$ cat src/rtl/ds18b20_display_mux.sv
// rtl/ds18b20_display_mux.sv - DS18B20 temperature to multiplexed seven-segment display driver
module ds18b20_display_mux #(
  parameter int DIGITS         = 4,
  parameter int FRAC_DIGITS    = 1,
  parameter int SCAN_DIV_LOG2  = 13,
  parameter int SEG_ACTIVE_LOW = 1
) (
  input  logic              clk,
  input  logic              rst,
  input  logic [15:0]       temp_i,
  input  logic              temp_valid_i,
  output logic              busy_o,
  output logic              sign_o,
  output logic              overflow_o,
  output logic [6:0]        seg_o,
  output logic              dp_o,
  output logic [DIGITS-1:0] digit_sel_o
);

  // Integer positions available on the display, limited by the 4-digit BCD accumulator.
  localparam int INT_POS = ((DIGITS - FRAC_DIGITS) > 4) ? 4 : (DIGITS - FRAC_DIGITS);
  localparam int IDX_W   = (DIGITS > 1) ? $clog2(DIGITS) : 1;
  localparam logic [13:0] MAX_INT = (INT_POS == 1) ? 14'd9   :
                                    (INT_POS == 2) ? 14'd99  :
                                    (INT_POS == 3) ? 14'd999 : 14'd9999;
  localparam logic [6:0] GLYPH_DASH = 7'b0000001;
  localparam logic [6:0] GLYPH_ZERO = 7'b1111110;
  localparam logic       POL        = (SEG_ACTIVE_LOW != 0);

  function automatic logic [6:0] glyph(input logic [3:0] d);
    case (d)
      4'd0:    glyph = 7'b1111110;
      4'd1:    glyph = 7'b0110000;
      4'd2:    glyph = 7'b1101101;
      4'd3:    glyph = 7'b1111001;
      4'd4:    glyph = 7'b0110011;
      4'd5:    glyph = 7'b1011011;
      4'd6:    glyph = 7'b1011111;
      4'd7:    glyph = 7'b1110000;
      4'd8:    glyph = 7'b1111111;
      4'd9:    glyph = 7'b1111011;
      default: glyph = 7'b0000000;
    endcase
  endfunction

  typedef enum logic [1:0] {IDLE, SHIFT, COMMIT} state_t;

  state_t state, state_nx;
  logic   capture, commit;

  logic [15:0] mag_raw, mag;
  logic [7:0]  frac_prod;
  logic [15:0] bcd, bcd_adj;
  logic [11:0] int_sr, int_q;
  logic [3:0]  frac_q, shift_cnt;
  logic        neg_q;
  logic        ovf_nx;

  logic [DIGITS-1:0][6:0] disp_seg, new_seg, rst_seg;
  logic [DIGITS-1:0]      disp_dp, new_dp, rst_dp;
  logic [3:0]             digit;
  int                     k_pos;

  logic [SCAN_DIV_LOG2-1:0] scan_cnt;
  logic [IDX_W-1:0]         idx, idx_nx;

  // Conversion state register.
  always_ff @(posedge clk) begin
    if (rst) state <= IDLE;
    else     state <= state_nx;
  end

  // Next state and capture/commit strobes; strobes outside IDLE are dropped.
  always_comb begin
    state_nx = state;
    capture  = 1'b0;
    commit   = 1'b0;
    case (state)
      IDLE: begin
        if (temp_valid_i) begin
          capture  = 1'b1;
          state_nx = SHIFT;
        end
      end
      SHIFT:   if (shift_cnt == 4'd11) state_nx = COMMIT;
      COMMIT: begin
        commit   = 1'b1;
        state_nx = IDLE;
      end
      default: state_nx = IDLE;
    endcase
  end

  // Magnitude of the input word (0x8000 saturates) and the truncated tenths digit.
  always_comb begin
    mag_raw   = temp_i[15] ? (~temp_i + 16'd1) : temp_i;
    mag       = mag_raw[15] ? 16'h7FFF : mag_raw;
    frac_prod = {4'd0, mag[3:0]} * 8'd10;
  end

  // Shift-add-3 correction applied to each BCD nibble before the shift.
  always_comb begin
    bcd_adj = bcd;
    for (int n = 0; n < 4; n++) begin
      if (bcd[4*n +: 4] >= 4'd5) bcd_adj[4*n +: 4] = bcd[4*n +: 4] + 4'd3;
    end
  end

  // Capture registers and the binary-to-BCD shift engine.
  always_ff @(posedge clk) begin
    if (rst) begin
      bcd       <= '0;
      int_sr    <= '0;
      int_q     <= '0;
      frac_q    <= '0;
      neg_q     <= 1'b0;
      shift_cnt <= '0;
    end else if (capture) begin
      bcd       <= '0;
      int_sr    <= mag[15:4];
      int_q     <= mag[15:4];
      frac_q    <= frac_prod[7:4];
      neg_q     <= temp_i[15];
      shift_cnt <= '0;
    end else if (state == SHIFT) begin
      bcd       <= {bcd_adj[14:0], int_sr[11]};
      int_sr    <= {int_sr[10:0], 1'b0};
      shift_cnt <= shift_cnt + 4'd1;
    end
  end

  // Busy tracks the upcoming state so it rises with the accepting edge.
  always_ff @(posedge clk) begin
    if (rst) busy_o <= 1'b0;
    else     busy_o <= (state_nx != IDLE);
  end

  // Display image for the finished conversion: blanking, tenths, decimal point, dashes.
  always_comb begin
    ovf_nx  = ({2'b00, int_q} > MAX_INT);
    new_seg = '0;
    new_dp  = '0;
    digit   = '0;
    k_pos   = 0;
    for (int p = 0; p < DIGITS; p++) begin
      if (ovf_nx) begin
        new_seg[p] = GLYPH_DASH;
      end else if (FRAC_DIGITS == 1 && p == 0) begin
        new_seg[p] = glyph(frac_q);
      end else if (p < INT_POS + FRAC_DIGITS) begin
        k_pos = p - FRAC_DIGITS;
        digit = 4'(bcd >> (4 * k_pos));
        if (k_pos == 0 || (bcd >> (4 * k_pos)) != 16'd0) new_seg[p] = glyph(digit);
      end
    end
    if (FRAC_DIGITS == 1 && !ovf_nx) new_dp[1] = 1'b1;
  end

  // Power-up image: "0" in the units position (and tenths), all else blank.
  always_comb begin
    rst_seg = '0;
    rst_dp  = '0;
    for (int p = 0; p < DIGITS; p++) begin
      if (p == 0 || p == FRAC_DIGITS) rst_seg[p] = GLYPH_ZERO;
    end
    if (FRAC_DIGITS == 1) rst_dp[1] = 1'b1;
  end

  // Display buffer and status flags load atomically at commit.
  always_ff @(posedge clk) begin
    if (rst) begin
      disp_seg   <= rst_seg;
      disp_dp    <= rst_dp;
      sign_o     <= 1'b0;
      overflow_o <= 1'b0;
    end else if (commit) begin
      disp_seg   <= new_seg;
      disp_dp    <= new_dp;
      sign_o     <= neg_q && (int_q != 12'd0 || frac_q != 4'd0);
      overflow_o <= ovf_nx;
    end
  end

  // Position index advances when the free-running divider wraps.
  always_comb begin
    idx_nx = idx;
    if (&scan_cnt) idx_nx = (idx == IDX_W'(DIGITS - 1)) ? '0 : idx + 1'b1;
  end

  // Scan outputs: digit enable and its glyph are registered together.
  always_ff @(posedge clk) begin
    if (rst) begin
      scan_cnt    <= '0;
      idx         <= '0;
      digit_sel_o <= DIGITS'(1);
      seg_o       <= GLYPH_ZERO ^ {7{POL}};
      dp_o        <= POL;
    end else begin
      scan_cnt    <= scan_cnt + 1'b1;
      idx         <= idx_nx;
      digit_sel_o <= DIGITS'(1) << idx_nx;
      seg_o       <= disp_seg[idx_nx] ^ {7{POL}};
      dp_o        <= disp_dp[idx_nx] ^ POL;
    end
  end

endmodule

$ cat config.mk
export PLATFORM = sky130hd
export DESIGN_NAME = ds18b20_display_mux
export DESIGN_NICKNAME = d
export VERILOG_FILES = /design/src/rtl/ds18b20_display_mux.sv
export SDC_FILE = /design/constraint.sdc
export NUM_CORES = 1
export LEC_CHECK = 0
export CAP_MARGIN = 20
export CORE_MARGIN = 2
export CORE_UTILIZATION = 60
export DETAILED_ROUTE_END_ITERATION = 16
export HOLD_SLACK_MARGIN = 0.12
export PLACE_DENSITY = 0.83
export SKIP_CTS_REPAIR_TIMING = 1
export SYNTH_ARGS = -nofsm -noshare
export SYNTH_HDL_FRONTEND = slang
export SYNTH_SLANG_ARGS = --single-unit
$ cat constraint.sdc
create_clock -name clk -period 5.8 [get_ports clk]
set_input_delay 1.16 -clock clk [delete_from_list [all_inputs] [get_ports clk]]
set_output_delay 1.16 -clock clk [all_outputs]
set_load 0.005 [all_outputs]
==> results.md, run 1 <==
* Outcome: completed
* Peak VDD IR at 0.238 mV
* Clock Skew at around 0.009 ns
* Layout Area Growth over Synthesis at 14.9%
* Sum Neg Setup Slack at 0 ns
* #FFs+latches synth at 137
* DRC viols at 0
* Largest net degree at the start of global routing at 50
* RSZ-0062 raised after global routing: false
* Dpl ws at 0.499 ns
* Final nets at 790
* Final Cell Area at 7300 um^2
* Post-DP HPWL at 9220 um
* Worst slew pin tran at roughly 1.1 ns
* Setup ws final at 0.975 ns
* Final core utilization at 70.7%
* Die height at 107 um
* Num rows at 37
* Rel. slew slack at 27.2%
* Synthesized area at between 6000 and 7000 um^2
* N_diodes at 0
* Share of cells above drive strength 1 at 6.87%
* Initial Util at 61.5%
* Core area at 10300 um^2
* Max H-tree Level at 4
* Compound-Gate Fraction of Synth Area at 19.6%
* Clock buffer count from CTS at 17
* Final wirelength at between 10000 and 15000 um
* Clk slew on worst S/H paths at 0.06 ns
* Worst Path Max Fanout at 12
* Post-synthesis mux area share at 2.38%
* Routability cong. at 0.955
* Worst Setup End Kind: flip-flop
* Period utilization at around 83%
* Pwr dens at about 300 nW/um^2
* Final Hold Vio Count at 0
* Via/cell ratio at 5.82
* Die X at 107 um
* Max cap viols at 0
* Simple-gate share of the synthesized area at between 10% and 20%
* Io pins at 34
* Port Buffers at 33
* Sequential area share after synthesis at 43.2%
* FFs w/ async S/R, synth at 0%
* Synth Area in XOR/XNOR at 4.14%
* Min Clock Period, post-route at between 4 and 5 ns
* Placed cells at roughly 850
* Total power at 2.13 mW
* First-pass GRT wire length at 22700 um
* CTS tree: yes
* Clk Latency, worst-skew pair at about 0.52 ns
* Total number of vias at 5114
* Net Count, Synth at 766
* Commonest cells after routing, fill and taps aside: 137 x dfxtp_1, 81 x nand2_1, 58 x nor2_1
* Fin Hold WS at 0.400 ns
* FILL cells at 766
* Gate Count Post-Synth at 706
* Placed cell area at 6760 um^2
* Initial DRC count at 394
* Final setup vio count at 0
* Total die area at between 10000 and 15000 um^2
* DR WL/cell at 15.2 um
* Max Slew Vio Count at 0
* Root cell of the clock tree: clkbuf_8
* Routed Antenna Nets at 0
* CP arrival at about 5.3 ns
* Total GRT Usage at 25.0%
* Fmax at 0.207 GHz
* Initial antenna violation count at 0
* Synth Area in Adders at 8.20%
* Crit Path Category: in -> reg
* Remaining Overflow, GRT at 0
* EDFF count, synth at 0
* Worst min path class: reg -> reg
* Setup crit start kind: input port
* Yosys warnings at 0
* Pre-antenna DRT Iters at 6
* Bufs on Longest Clock Path at 2
* Critical Path RT at 6.24 ns
* Commonest non-fill, non-tap cell in the layout: dfxtp_1
* Clk sinks at 137
* Post-Layout Cell Count at 878
* Predominant post-synthesis flop cell: dfxtp_1
* Post-synthesis cell type count at 57
* Vias in the first global route at 4863
* Mapped Avg Cell Area at around 9.0 um^2
* Largest family of logic cells by synthesized area: compound AO/OA/AOI/OAI gates
* Pleak at around 3.0 nW
==> cell usage after synthesis (5+ instances only) <==
| library cell | n | area share [%] |
|---|---|---|
| ha_1 | 40 | 7.9 |
| nor2b_1 | 6 | 0.59 |
| dfxtp_1 | 137 | 43 |
| nor3_1 | 8 | 0.63 |
| nand3_1 | 17 | 1.3 |
| inv_1 | 38 | 2.2 |
| nand2b_1 | 16 | 1.6 |
| and3_1 | 5 | 0.49 |
| mux2i_1 | 14 | 2.2 |
| a22oi_1 | 24 | 2.8 |
| o22ai_1 | 8 | 0.79 |
| nand4_1 | 5 | 0.49 |
| xnor2_1 | 12 | 1.7 |
| and2_1 | 7 | 0.69 |
| or3_1 | 9 | 0.89 |
| buf_1 | 7 | 0.41 |
| nor2_1 | 58 | 3.4 |
| a21o_1 | 12 | 1.4 |
| a21oi_1 | 46 | 3.6 |
| o21ai_0 | 16 | 1.3 |
| xor2_1 | 18 | 2.5 |
| o221ai_1 | 7 | 0.97 |
| a221o_1 | 12 | 1.9 |
| nand2_1 | 81 | 4.8 |
| a211oi_1 | 11 | 1.3 |
| clkbuf_1 | 25 | 1.5 |
==> layer usage <==
metal	track usage (%)	part of all wire, %	vias up
li1	-	-	2554
met1	30.3	45	2400
met2	42.1	49	131
met3	7.23	4.2	29
met4	9.65	2.1	0
met5	0	0	-
==> layout make-up <==
type | count | area (um^2) | area share, %
Multi-Input combinational cell | 497 | 3340 | 45.7
Tap cell | 136 | 170 | 2.33
Timing Repair Buffer | 39 | 370 | 5.07
Sequential cell | 137 | 2740 | 37.6
Clock buffer | 20 | 435 | 5.97
Inverter | 38 | 143 | 1.95
Clock inverter | 11 | 98.8 | 1.35
==> power by group <==
group	leakage [nW]	switching (mW)	total, mW	internal (mW)
combinational	1.61	0.105	0.175	0.0699
sequential	1.11	0.0172	0.989	0.972
clock	0.257	0.393	0.969	0.576
==> worst max-delay path, cell delays in order <==
cell,delay (ns)
clkdlybuf4s50_1,0.45
or4_1,0.74
nor4_4,0.45
nand2_1,0.30
o211ai_1,0.18
ha_1,0.16
ha_1,0.17
inv_1,0.05
fa_1,0.45
nor4_1,0.31
mux2i_1,0.17
a31oi_4,0.39
nand2b_4,0.11
o22ai_1,0.17
==> final timing paths <==
| path | start | to | slack [ns] | depth (start not counted) |
|---|---|---|---|---|
| max | temp_i[5] | flip-flop | 0.98 | 14 |
| min | disp_dp[1] | dp_o | 0.40 | 1 |
| max reg2reg | state[1] | flip-flop | 3.07 | 6 |
| min reg2reg | disp_dp[1] | dp_o | 0.40 | 1 |
==> kinds of logic (layout without fill, tap and decap cells) <==
| kind of cell | after synthesis | in the layout |
|---|---|---|
| XOR/XNOR | 30 | 30 |
| buffers and inverters | 72 | 108 |
| multiplexers | 15 | 15 |
| AND/OR/NAND/NOR | 236 | 236 |
| AO/OA/AOI/OAI | 175 | 175 |
| adder cells (fa/ha/maj) | 41 | 41 |
| flip-flops | 137 | 137 |
Power figures use the tool's default switching activity.
==> inputs of run 2 (changes only) <==
==> constraint.sdc (replaced) <==
create_clock -name clk -period 4.6 [get_ports clk]
set_input_delay 0.92 -clock clk [delete_from_list [all_inputs] [get_ports clk]]
set_output_delay 0.92 -clock clk [all_outputs]
set_load 0.005 [all_outputs]
==> run 2 against run 1 <==
Against the previous run:
- first-iteration DRC count up 36%
- cell count up 1.3%
- die area unchanged
- via count up 1.8%
- critical path depth unchanged
- non-clock buffer count up 10
- wire length up 1.9%
- count of clock-buffer cells in the layout down 3
- clock power up 46%
- sequential share of layout area down 0.86 points
- hold slack worse by 0.0042 ns
- sequential power up 26%
- largest cell class unchanged
==> results.md, run 2 (synthesized netlist as in run 1, its figures left out) <==
* Commonest cells after routing, fill and taps aside: 137 x dfxtp_1, 81 x nand2_1, 58 x nor2_1
* Crit Path Category: in -> reg
* Met3 wire len at 419 um (-26%)
* Highest metal used: met4
* RSZ-0062 raised after global routing: false
* Num rows at 37 (unchanged)
* Max Slew Vio Count at 0 (unchanged)
* N_diodes at 0 (unchanged)
* Dpl ws at -0.0146 ns (-0.514 ns)
* Clk sinks at 137 (unchanged)
* Share of cells above drive strength 1 at 8.50% (+1.6 points)
* Final Hold Vio Count at 0 (unchanged)
* Buf/Inv on CP at 3 (+1)
* DRC viols at 0 (unchanged)
* Worst Path Max Fanout at 7 (-5)
* First-pass GRT wire length at 23100 um (+1.7%)
* CTS tree: yes
* Hold depth at 1 (unchanged)
* CP arrival at 4.55 ns (-0.72 ns)
* Reg-to-reg startpoint: bcd[4]
* Min Clock Period, post-route at 4.16 ns
* Die X at 107 um (unchanged)
* Max cap viols at 0 (unchanged)
* Max H-tree Level at 4 (unchanged)
* Final core utilization at 72.3% (+1.6 points)
* Hold Crit Start: disp_dp[1]
* Core area at 10300 um^2 (unchanged)
* Layout Area Growth over Synthesis at 17.6%
* Die height at 107 um (unchanged)
* Final setup vio count at 0 (unchanged)
* R2R Setup Slk at 1.93 ns (-1.14 ns)
* Root cell of the clock tree: clkbuf_8
* Outcome: completed
* Bufs on Longest Clock Path at 2 (unchanged)
* Cell mode on critical path: ha_1
* Worst min path class: reg -> reg
* Total number of vias at 5205 (+1.8%)
* Period utilization at around nine tenths
* CP Cell Sequence: clkdlybuf4s50_1, or4_1, nor4_4, nor3_1, a21oi_1, ha_1, ha_1, inv_1, fa_1, a211o_1, inv_1, ha_1, nor2b_1, o22ai_1
* Routability cong. at 0.876 (-8.3%)
* Worst Setup End Kind: flip-flop
* Pwr dens at 385 nW/um^2 (+32%)
* Remaining Overflow, GRT at 0 (unchanged)
* Worst reg2reg path depth at 11 (+5)
* Pre-antenna DRT Iters at 5 (-1)
* Initial antenna violation count at 0 (unchanged)
* Setup ws final at 0.438 ns (-0.538 ns)
* Io pins at 34 (unchanged)
* Initial DRC count at 536 (+36%)
* Peak VDD IR at 0.288 mV (+21%)
* Clk Latency, worst-skew pair at 0.52 ns (about the same)
* Total die area at 11400 um^2 (unchanged)
* Largest net degree at the start of global routing at 45 (-10%)
* Clk slew on worst S/H paths at 0.06 ns (about the same)
* Fmax at 0.240 GHz
* Pleak at 3.07 nW (+3.2%)
* Final wirelength at 13600 um (+1.9%)
* Port Buffers at 33 (unchanged)
* Routed Antenna Nets at 0 (unchanged)
* Wl on met1 at 6100 um (+1.4%)
* Clock Skew at 0.00716 ns (-0.00206 ns)
* Rel. slew slack at 46.9% (+20 points)
* Final nets at 800 (+1.3%)
* Via/cell ratio at 5.85 (+0.52%)
* Clock buffer count from CTS at 17 (unchanged)
* Max stage delay on crit path at 0.58 ns (-0.16 ns)
* Met2 WL at 6950 um (+7.2%)
* Total GRT Usage at 24.8% (-0.21 points)
* Vias in the first global route at 4941 (+1.6%)
* Post-DP HPWL at 9200 um (-0.13%)
* DR WL/cell at 15.3 um (+0.61%)
* Hold path endpoint: dp_o
* Worst slew pin tran at 0.797 ns (-0.264 ns)
* Setup crit start kind: input port
* Top delay family on crit path: simple AND/OR/NAND/NOR gates
* Critical Path RT at 4.99 ns (-1.25 ns)
* Commonest non-fill, non-tap cell in the layout: dfxtp_1
* Initial Util at 61.5% (unchanged)
* Slowest-stage cell, CP: or4_1
-- run 2: cell types whose count changed in the layout (fill, tap and decap cells not counted), sizes merged --
cell      previous run  this run
inv                 39        45
clkinvlp             3         1
clkinv               6         4
clkbuf              20        17
buf                  7        17
bufinv               1         3
-- run 2: power by group --
| part | internal, mW | switching [mW] |
|---|---|---|
| Clock | 0.849 | 0.559 |
| Combinational | 0.0912 | 0.132 |
| Sequential | 1.23 | 0.0215 |
| Total | 2.16 | 0.712 |
-- run 2: worst max path at each step --
| stage | startpoint | end | slack (ns) | cells after the start |
|---|---|---|---|---|
| 4_1_cts | temp_i[6] | flip-flop | 0.49 | 14 |
| 6_report | temp_i[6] | flip-flop | 0.44 | 14 |
| 3_3_place_gp | temp_i[6] | flip-flop | 0.11 | 13 |
| 2_1_floorplan | temp_i[5] | flip-flop | 0.35 | 14 |
| 3_5_place_dp | temp_i[6] | flip-flop | -0.01 | 14 |
| 5_1_grt | temp_i[6] | flip-flop | 0.30 | 14 |
-- run 2: area by class of cell --
type                    count  area (um^2)
well taps                 136          170
clock buffers              17          414
fillers                   707         2860
inverters                  38          143
flip-flops and latches    137         2740
multi-input cells         497         3340
repair buffers             49          453
clock inverters            15          208
-- run 2: metrics by stage --
stage / setup TNS [ns] / instances / hold slack (ns) / instance area [um^2] / power [mW]
finish: 0 / 889 / 0.396 / 7470 / 2.88
detailed placement: -0.0146 / 855 / 0.375 / 6820 / 1.49
global route: 0 / 889 / 0.424 / 7470 / 2.97
floorplan: 0 / 706 / 0.359 / 6350 / 1.42
CTS: 0 / 887 / 0.393 / 7450 / 2.89
global placement: 0 / 854 / 0.367 / 6820 / 1.48
-- run 2: metal layers --
| metal | vias to the layer above | track usage (%) |
|---|---|---|
| li1 | 2581 | - |
| met3 | 10 | 5.17 |
| met4 | 0 | 6.22 |
| met5 | - | 0 |
| met2 | 114 | 43.9 |
| met1 | 2500 | 31.0 |
